===== config.mk =====
export PLATFORM = sky130hd
export DESIGN_NAME = lc3_operand_fetch
export DESIGN_NICKNAME = d
export VERILOG_FILES = /design/src/rtl/lc3_pkg.sv /design/src/rtl/lc3_sext.sv /design/src/rtl/lc3_operand_fetch.sv
export SDC_FILE = /design/constraint.sdc
export NUM_CORES = 1
export LEC_CHECK = 0
export CORE_MARGIN = 1.5
export CORE_UTILIZATION = 45
export DETAILED_ROUTE_END_ITERATION = 8
export PLACE_DENSITY_LB_ADDON = 0.25
export SYNTH_ARGS = -nofsm -noshare
export SYNTH_HDL_FRONTEND = slang
export SYNTH_HIERARCHICAL = 1
export SYNTH_SLANG_ARGS = --single-unit
export TNS_END_PERCENT = 100

===== constraint.sdc =====
create_clock -name clk -period 1.6 [get_ports clk]
set_input_delay 0.32 -clock clk [delete_from_list [all_inputs] [get_ports clk]]
set_output_delay 0.32 -clock clk [all_outputs]
set_load 0.05 [all_outputs]

===== src/rtl/lc3_pkg.sv =====
// Shared LC-3 definitions: opcodes, instruction field positions, operand-fetch FSM encoding
// and a small decode helper.
package lc3_pkg;

    localparam logic [3:0] OP_ADD = 4'b0001;
    localparam logic [3:0] OP_AND = 4'b0101;
    localparam logic [3:0] OP_NOT = 4'b1001;

    localparam int unsigned OPC_MSB  = 15;
    localparam int unsigned OPC_LSB  = 12;
    localparam int unsigned DR_MSB   = 11;
    localparam int unsigned DR_LSB   = 9;
    localparam int unsigned SR1_MSB  = 8;
    localparam int unsigned SR1_LSB  = 6;
    localparam int unsigned IMM_FLAG = 5;
    localparam int unsigned IMM5_MSB = 4;
    localparam int unsigned IMM5_LSB = 0;
    localparam int unsigned SR2_MSB  = 2;
    localparam int unsigned SR2_LSB  = 0;

    localparam logic [2:0] StIdle   = 3'd0;
    localparam logic [2:0] StIssueA = 3'd1;
    localparam logic [2:0] StIssueB = 3'd2;
    localparam logic [2:0] StCapB   = 3'd3;
    localparam logic [2:0] StValid  = 3'd4;

    typedef struct packed {
        logic [3:0] opcode;
        logic [2:0] dr;
        logic [2:0] sr1;
        logic [2:0] sr2;
        logic [4:0] imm5;
        logic       supported;
        logic       is_not;
        logic       reg_form;
    } decode_t;

    function automatic decode_t decode_instr(input logic [15:0] ir);
        decode_t d;
        d.opcode    = ir[OPC_MSB:OPC_LSB];
        d.dr        = ir[DR_MSB:DR_LSB];
        d.sr1       = ir[SR1_MSB:SR1_LSB];
        d.sr2       = ir[SR2_MSB:SR2_LSB];
        d.imm5      = ir[IMM5_MSB:IMM5_LSB];
        d.is_not    = (d.opcode == OP_NOT);
        d.supported = (d.opcode == OP_ADD) || (d.opcode == OP_AND) || d.is_not;
        // Only ADD/AND with the immediate flag clear need a second register read.
        d.reg_form  = ((d.opcode == OP_ADD) || (d.opcode == OP_AND)) && !ir[IMM_FLAG];
        return d;
    endfunction

endpackage


===== src/rtl/lc3_sext.sv =====
// Sign extension of a narrow two's-complement field to the datapath width.
module lc3_sext #(
    parameter int unsigned IN_WIDTH  = 5,
    parameter int unsigned OUT_WIDTH = 16
) (
    input  logic [IN_WIDTH-1:0]  value,
    output logic [OUT_WIDTH-1:0] result
);

    assign result = {{(OUT_WIDTH - IN_WIDTH){value[IN_WIDTH-1]}}, value};

endmodule


===== src/rtl/lc3_operand_fetch.sv =====
// LC-3 operand-fetch stage: accepts an instruction, reads its source registers through a
// single registered read port and presents opcode, DR and both operands to execute.
module lc3_operand_fetch
    import lc3_pkg::*;
#(
    parameter int unsigned WIDTH = 16
) (
    input  logic             clk,
    input  logic             rst_n,
    input  logic             instr_valid,
    input  logic [WIDTH-1:0] instr,
    output logic             instr_ready,
    output logic [2:0]       rf_out_reg,
    input  logic [WIDTH-1:0] rf_outdata,
    output logic             op_valid,
    input  logic             op_ready,
    output logic [3:0]       op_opcode,
    output logic [2:0]       op_dr,
    output logic [WIDTH-1:0] op_a,
    output logic [WIDTH-1:0] op_b,
    output logic             op_unsupported
);

    logic [2:0]       state_q, state_d;
    logic [WIDTH-1:0] ir_q, ir_d;
    logic [WIDTH-1:0] a_q, a_d;
    logic [WIDTH-1:0] b_q, b_d;
    logic             unsup_q, unsup_d;

    decode_t          dec_ir;
    decode_t          dec_in;
    logic [WIDTH-1:0] imm_ext;

    assign dec_ir = decode_instr(ir_q);
    assign dec_in = decode_instr(instr);

    lc3_sext #(
        .IN_WIDTH (5),
        .OUT_WIDTH(WIDTH)
    ) u_imm5_sext (
        .value (dec_ir.imm5),
        .result(imm_ext)
    );

    always_comb begin
        state_d = state_q;
        ir_d    = ir_q;
        a_d     = a_q;
        b_d     = b_q;
        unsup_d = unsup_q;
        unique case (state_q)
            StIdle: begin
                if (instr_valid) begin
                    ir_d = instr;
                    if (dec_in.supported) begin
                        unsup_d = 1'b0;
                        state_d = StIssueA;
                    end else begin
                        unsup_d = 1'b1;
                        a_d     = '0;
                        b_d     = '0;
                        state_d = StValid;
                    end
                end
            end
            StIssueA: state_d = StIssueB;
            StIssueB: begin
                // Read data for SR1 arrives here, one cycle after the address was driven.
                a_d = rf_outdata;
                if (dec_ir.reg_form) begin
                    state_d = StCapB;
                end else begin
                    b_d     = dec_ir.is_not ? '0 : imm_ext;
                    state_d = StValid;
                end
            end
            StCapB: begin
                b_d     = rf_outdata;
                state_d = StValid;
            end
            StValid: begin
                if (op_ready) begin
                    state_d = StIdle;
                end
            end
            default: state_d = StIdle;
        endcase
    end

    always_comb begin
        rf_out_reg = 3'd0;
        unique case (state_q)
            StIssueA: rf_out_reg = dec_ir.sr1;
            StIssueB: rf_out_reg = dec_ir.reg_form ? dec_ir.sr2 : 3'd0;
            default:  rf_out_reg = 3'd0;
        endcase
    end

    always_ff @(posedge clk) begin
        if (!rst_n) begin
            state_q <= StIdle;
            ir_q    <= '0;
            a_q     <= '0;
            b_q     <= '0;
            unsup_q <= 1'b0;
        end else begin
            state_q <= state_d;
            ir_q    <= ir_d;
            a_q     <= a_d;
            b_q     <= b_d;
            unsup_q <= unsup_d;
        end
    end

    assign instr_ready    = (state_q == StIdle);
    assign op_valid       = (state_q == StValid);
    assign op_opcode      = dec_ir.opcode;
    assign op_dr          = dec_ir.dr;
    assign op_a           = a_q;
    assign op_b           = b_q;
    assign op_unsupported = unsup_q;

endmodule


## Yosys cells after proc, flatten, opt, wreduce, memory -nomap -nowiden

Cells that the tools add are included.

| storage, ports and cells | value |
|---|---|
| memories kept | 0 |
| logic and storage cells | 45 |
| RAM bits | 0 |
| input bits | 36 |
| output and inout bits | 45 |
| bits in registers | 52 |
| memory bits (read-only) | 0 |
| bits in latches | 0 |

| operators by class | value |
|---|---|
| multiplexer cells | 14 |
| reductions and logical operators | 12 |
| bitwise gates (word level) | 0 |
| shifts and indexed selects | 0 |
| order comparisons | 0 |
| equal/unequal tests | 14 |
| multiply operators | 0 |
| div/mod/pow operators | 0 |
| $add $sub $neg | 0 |

Operator list:

| cell | number |
|---|---|
| $mux 16 | 4 |
| $pmux 16 s3 | 1 |
| $pmux 16 s2 | 1 |
| $mux 3 | 5 |
| $pmux 3 s5 | 1 |
| $eq 4x1->1 const B | 2 |
| $eq 4x3->1 const B | 2 |
| $eq 4x4->1 const B | 2 |
| $eq 3x2->1 const B | 2 |
| $ne 2x2->1 const B | 3 |
| $pmux 3 s2 | 1 |
| $reduce_and 2->1 | 2 |
| $reduce_and 4->1 | 1 |
| $eq 3x1->1 const B | 1 |
| $eq 3x3->1 const B | 1 |
| $logic_not 3->1 | 1 |
| $logic_or 1x1->1 | 3 |
| $reduce_and 3->1 | 1 |
| $reduce_bool 3->1 | 1 |
| $ne 2x1->1 const B | 1 |
| $reduce_bool 2->1 | 1 |
| $logic_and 1x1->1 | 1 |
| $logic_not 1->1 | 1 |
| $mux 1 | 1 |

## Logic depth before layout (Yosys ltp)

| depth | value |
|---|---|
| word-level depth | 6 |
| gate-level depth with buffers | 7 |
| gate-level depth less buffers | 4 |

## Modules after synthesis

Netlist, hierarchy kept.

By module, submodules not included:

| module | area each (um^2) | seq. area each (um^2) | times used | cells each |
|---|---|---|---|---|
| lc3_operand_fetch | 2387.3 | 1041.0 | 1 | 266 |
| lc3_sext | 120.1 | 0.0 | 1 | 16 |

## Worst setup path after synthesis

OpenSTA, ideal clock, no wires.

| timing path | value |
|---|---|
| path type | flip-flop to flip-flop |
| start point | register state_q[1] |
| end point | register b_q[0] (netlist: op_b[0]) |
| clock period less this slack | 2.081 ns |
| cell stages (with the launch flop) | 7 |
| arrival | 2.009 ns |
| data required time | 1.528 ns |
| setup slack | -0.481 ns |
| path buffers | 2 |
| setup time | 0.072 ns |
| cell sequence | dfxtp_1 -> buf_6 -> nor3_2 -> o211ai_1 -> nand2_4 -> buf_8 -> mux2i_1 |

| between the ends | value |
|---|---|
| cells in the longest elaborated chain, start to end | 3 |
| elaborated cells between the ends (all ways) | 9 |
| classes of those cells | eq/ne: 5; mux: 1; reduce/logical: 3 |

Ends and longest elaborated chain:

| what | RTL line | source |
|---|---|---|
| start: declaration | lc3_operand_fetch.sv:24 | `logic [2:0] state_q, state_d;` |
| start signal: assignment | lc3_operand_fetch.sv:101 | `state_q <= StIdle;` |
| start signal: assignment | lc3_operand_fetch.sv:107 | `state_q <= state_d;` |
| $logic_not 3->1 * | n/a |  |
| via instr_ready | lc3_operand_fetch.sv:12 | `output logic instr_ready,` |
| $ne 2x2->1 (no source line) or $reduce_bool 3->1 (tied branches) | n/a |  |
| $reduce_and 4->1 (no source line) | n/a |  |
| end signal: assignment | lc3_operand_fetch.sv:104 | `b_q <= '0;` |
| end signal: assignment | lc3_operand_fetch.sv:110 | `b_q <= b_d;` |
| end: declaration | lc3_operand_fetch.sv:27 | `logic [WIDTH-1:0] b_q, b_d;` |

Mark *: on every way through the listed nets, which the timed path passes. The rest lies on a longest branch.
A chain may end at the register's enable or synchronous reset.

## Worst setup path in the final report

| timing path | value |
|---|---|
| start point | register ir_q[15] |
| end point | output port rf_out_reg[1] |

| between the ends | value |
|---|---|
| cells in the longest elaborated chain, start to end | 5 |
| elaborated cells between the ends (all ways) | 6 |
| classes of those cells | eq/ne: 2; mux: 2; reduce/logical: 2 |

Ends and longest elaborated chain:

| what | RTL line | source |
|---|---|---|
| start: declaration | lc3_operand_fetch.sv:25 | `logic [WIDTH-1:0] ir_q, ir_d;` |
| start signal: assignment | lc3_operand_fetch.sv:108 | `ir_q <= ir_d;` |
| $eq 4x1->1 or $eq 4x3->1 (tied branches) | lc3_pkg.sv:48 | `d.reg_form = ((d.opcode == OP_ADD) \|\| (d.opcode == OP_AND)) && !ir[IMM_FLAG];` |
| $logic_or 1x1->1 * | lc3_pkg.sv:48 |  |
| $logic_and 1x1->1 * | lc3_pkg.sv:48 |  |
| $mux 3 * | lc3_operand_fetch.sv:94 | `StIssueB: rf_out_reg = dec_ir.reg_form ? dec_ir.sr2 : 3'd0;` |
| $pmux 3 s2 * | lc3_operand_fetch.sv:92 | `unique case (state_q)` |
| end: declaration | lc3_operand_fetch.sv:13 | `output logic [2:0] rf_out_reg,` |

Every way passes the cells marked *; elsewhere a longest branch is shown, timed or not.

==> results.py <==
metrics = {
    "outcome": {
        "status": "finished, violations left",
        "violations": "negative setup slack",
    },
    "drt": {
        "drc": 0,
        "wire_per_inst_um": 14.3,
        "viasPerCell": 5.40,
        "antenna_left": 0,
        "drt_wl_total_um": 6020,
        "drt_iter0_markers": 117,
        "num_vias": 2273,
        "drtPass1Iterations": 4,
    },
    "placement": {
        "post-place-cells": 411,
        "portBuffers": 80,
        "post-place-ws_ns": -0.327,
        "hpwl_um": 4300,
        "gp_congestion": 0.796,
    },
    "power_and_ir_drop": {
        "seqPwrFrac": 0.474,
        "p_leak_nw": 1.35,
        "power_density_nw_per_um2": 810,
        "p_comb_frac": 0.186,
        "peakVddDrop_uv": 383,
        "fin_total_pwr_w": 0.00287,
        "netSwitchingFraction": 0.255,
        "pwr-share-clk": 0.339,
        "p_int_w": 0.00214,
        "switching_power_w": 0.000733,
    },
    "die": {
        "die-area_sq_um": 6030,
        "initial_core_util": 0.479,
        "die_y_um": 77.6,
        "core_area_sq_um": 5240,
        "io_pins": 81,
        "num_rows": 26,
        "dieWidth_um": 77.6,
    },
    "layout": {
        "diodes": 0,
        "final_cells": 421,
        "fin_util": 0.677,
        "fill_cells": 456,
        "syn_to_final_growth_pct": 41.4,
        "drive_gt1_frac": 0.285,
        "final_cell_mix": "62 x buf_4, 53 x nand2_1, 48 x dfxtp_1, 35 x clkdlybuf4s50_1, 18 x a21oi_1",
        "final_common_cell": "buf_4",
        "final_nets": 386,
    },
    "hold_path": {
        "worstHoldPathCells": 2,
        "min_path_type": "flop to flop",
    },
    "grt": {
        "grt_pass1_wl_um": 9990,
        "grt_pass1_vias": 2079,
        "grt_start_max_net_pins": 34,
        "grt_overflow_total": 0,
        "antenna_found_initial": 0,
        "grt_usage": 0.206,
    },
    "logic_synthesis": {
        "synth_seq_area_share": 0.415,
        "synth_edf_count": 0,
        "syn_area_per_cell_sq_um": 8.89,
        "async_flop_share": 0,
        "synth_top_flop_cell": "dfxtp_1",
        "syn_area_sq_um": 2510,
        "synth_cells": 282,
        "yosys_register_bits": 52,
        "yosysWarnings": 6,
        "synth.distinct_cells": 34,
        "synth.net_count": 318,
    },
    "setup_path": {
        "critPathCaptureType": "output pin",
        "cp.required_ns": 1.28,
        "reg2regPathDepth": 7,
        "critPathMaxFanout": 4,
        "cp-start-kind": "flop",
        "crit_type": "flop to output pin",
        "cp.arrival_ns": 1.63,
    },
    "timing": {
        "fin_ws_ns": -0.355,
        "timing.final.crit_share": 1.22,
        "worst_pin_slew_ns": 0.431,
        "max_freq_ghz": 0.512,
        "fin_skew_ns": 0.00405,
        "maxSlewHeadroom": 0.712,
        "rsz0062_at_grt": "true",
        "whs_ns": 0.462,
        "drv_slew": 0,
        "finalHoldViolations": 0,
        "post-route-min-period_ns": 1.95,
        "finalSetupViolCount": 3,
    },
    "job": {
        "maxCapViolCount": 0,
    },
    "clock_tree": {
        "cts_sinks": 52,
        "cts_tree": "built",
        "ctsRootBufferMaster": "clkbuf_8",
        "clock_path_buffers": 2,
        "cts.clk_slew.worst_paths_ns": 0.09,
        "clk_latency_ns": 0.31,
        "numCtsBuffers": 5,
        "h-tree-depth": 2,
    },
}
==> routing by layer <==
layer  wire (um)  global-route usage  vias to the layer above
li1            -                   -                     1134
met1        2780               0.274                     1071
met2        2850               0.338                       63
met3         319              0.0424                        5
met4          63              0.0545                        0
met5           0                   0                        -
==> cell families (layout without fill, tap and decap cells) <==
kind of cell	after synthesis	in the layout	share of synthesized area
multiplexers	16	16	0.0639
AND/OR/NAND/NOR	104	104	0.224
buffers and inverters	51	120	0.126
AO/OA/AOI/OAI	59	59	0.171
flip-flops	52	52	0.415
==> final cells by class <==
| class | count | area (sq um) | area share |
|---|---|---|---|
| multi-input cells | 179 | 1240 | 0.349 |
| clock inverters | 1 | 30.0 | 0.00847 |
| well taps | 70 | 87.6 | 0.0247 |
| clock buffers | 7 | 96.3 | 0.0272 |
| inverters | 3 | 11.3 | 0.00318 |
| flip-flops and latches | 52 | 1050 | 0.295 |
| repair buffers | 109 | 1040 | 0.293 |
==> sequential cells by signal, summed over array words and instances (netlist names) <==
name and cells:
op_a 16, op_unsupported 1, state_q 3, ir_q 16
op_b 16
==> synth_stat cells (3+ instances only) <==
master / instances / area (sq um)
nand3_1: 3 / 15.0
nand2_1: 53 / 199
nor2_1: 3 / 11.3
and2_1: 3 / 18.8
dfxtp_1: 52 / 1040
a21o_1: 16 / 120
nand4b_1: 16 / 140
a21oi_1: 21 / 105
buf_4: 26 / 195
buf_2: 4 / 20.0
clkbuf_1: 11 / 41.3
a32o_1: 16 / 160
buf_1: 3 / 11.3
mux2i_1: 16 / 160
nand4_1: 16 / 100
==> through the flow <==
step / setup TNS [ns] / instance area (sq um)
final: -1.06 / 3550
after global routing: -1.29 / 3550
after CTS: -1.05 / 3500
after detailed placement: -9.43 / 3350
after global placement: -8.65 / 3350
after floorplan: -2.94 / 2550
==> power groups by stage <==
stage	clock network (W)	registers (W)	logic [W]
6_report	0.000975	0.00136	0.000535
5_1_grt	0.00105	0.00137	0.000573
4_1_cts	0.000982	0.00136	0.000525
3_5_place_dp	0	0.00139	0.000519
3_3_place_gp	0	0.00139	0.000514
2_1_floorplan	0	0.00140	0.000306
==> path summary, 6_finish.rpt <==
path | startpoint | endpoint | slack, ns
setup / recovery | ir_q[15]$_SDFFE_PN0P_ | rf_out_reg[1] | -0.35
hold / removal | ir_q[8]$_SDFFE_PN0P_ | ir_q[8]$_SDFFE_PN0P_ | 0.46
setup reg to reg | state_q[0]$_SDFFE_PN0P_ | op_b[9]$_SDFFE_PN0P_ | 0.13
hold reg to reg | ir_q[8]$_SDFFE_PN0P_ | ir_q[8]$_SDFFE_PN0P_ | 0.46
==> critical path, cell delays in order, from the launching register on <==
cell and delay (ns):
dfxtp_2 0.34, nor4b_4 0.32, and2_4 0.23, nand3_2 0.11, a21oi_4 0.18, buf_12 0.15
==> repair_timing <==
action,in CTS,in global routing
hold buffers,0,0
pin swaps,2,7
buffers inserted,0,2
gates resized for setup,5,9
setup endpoints to repair,7,37
Note: power is estimated with default switching activity, not from simulation.
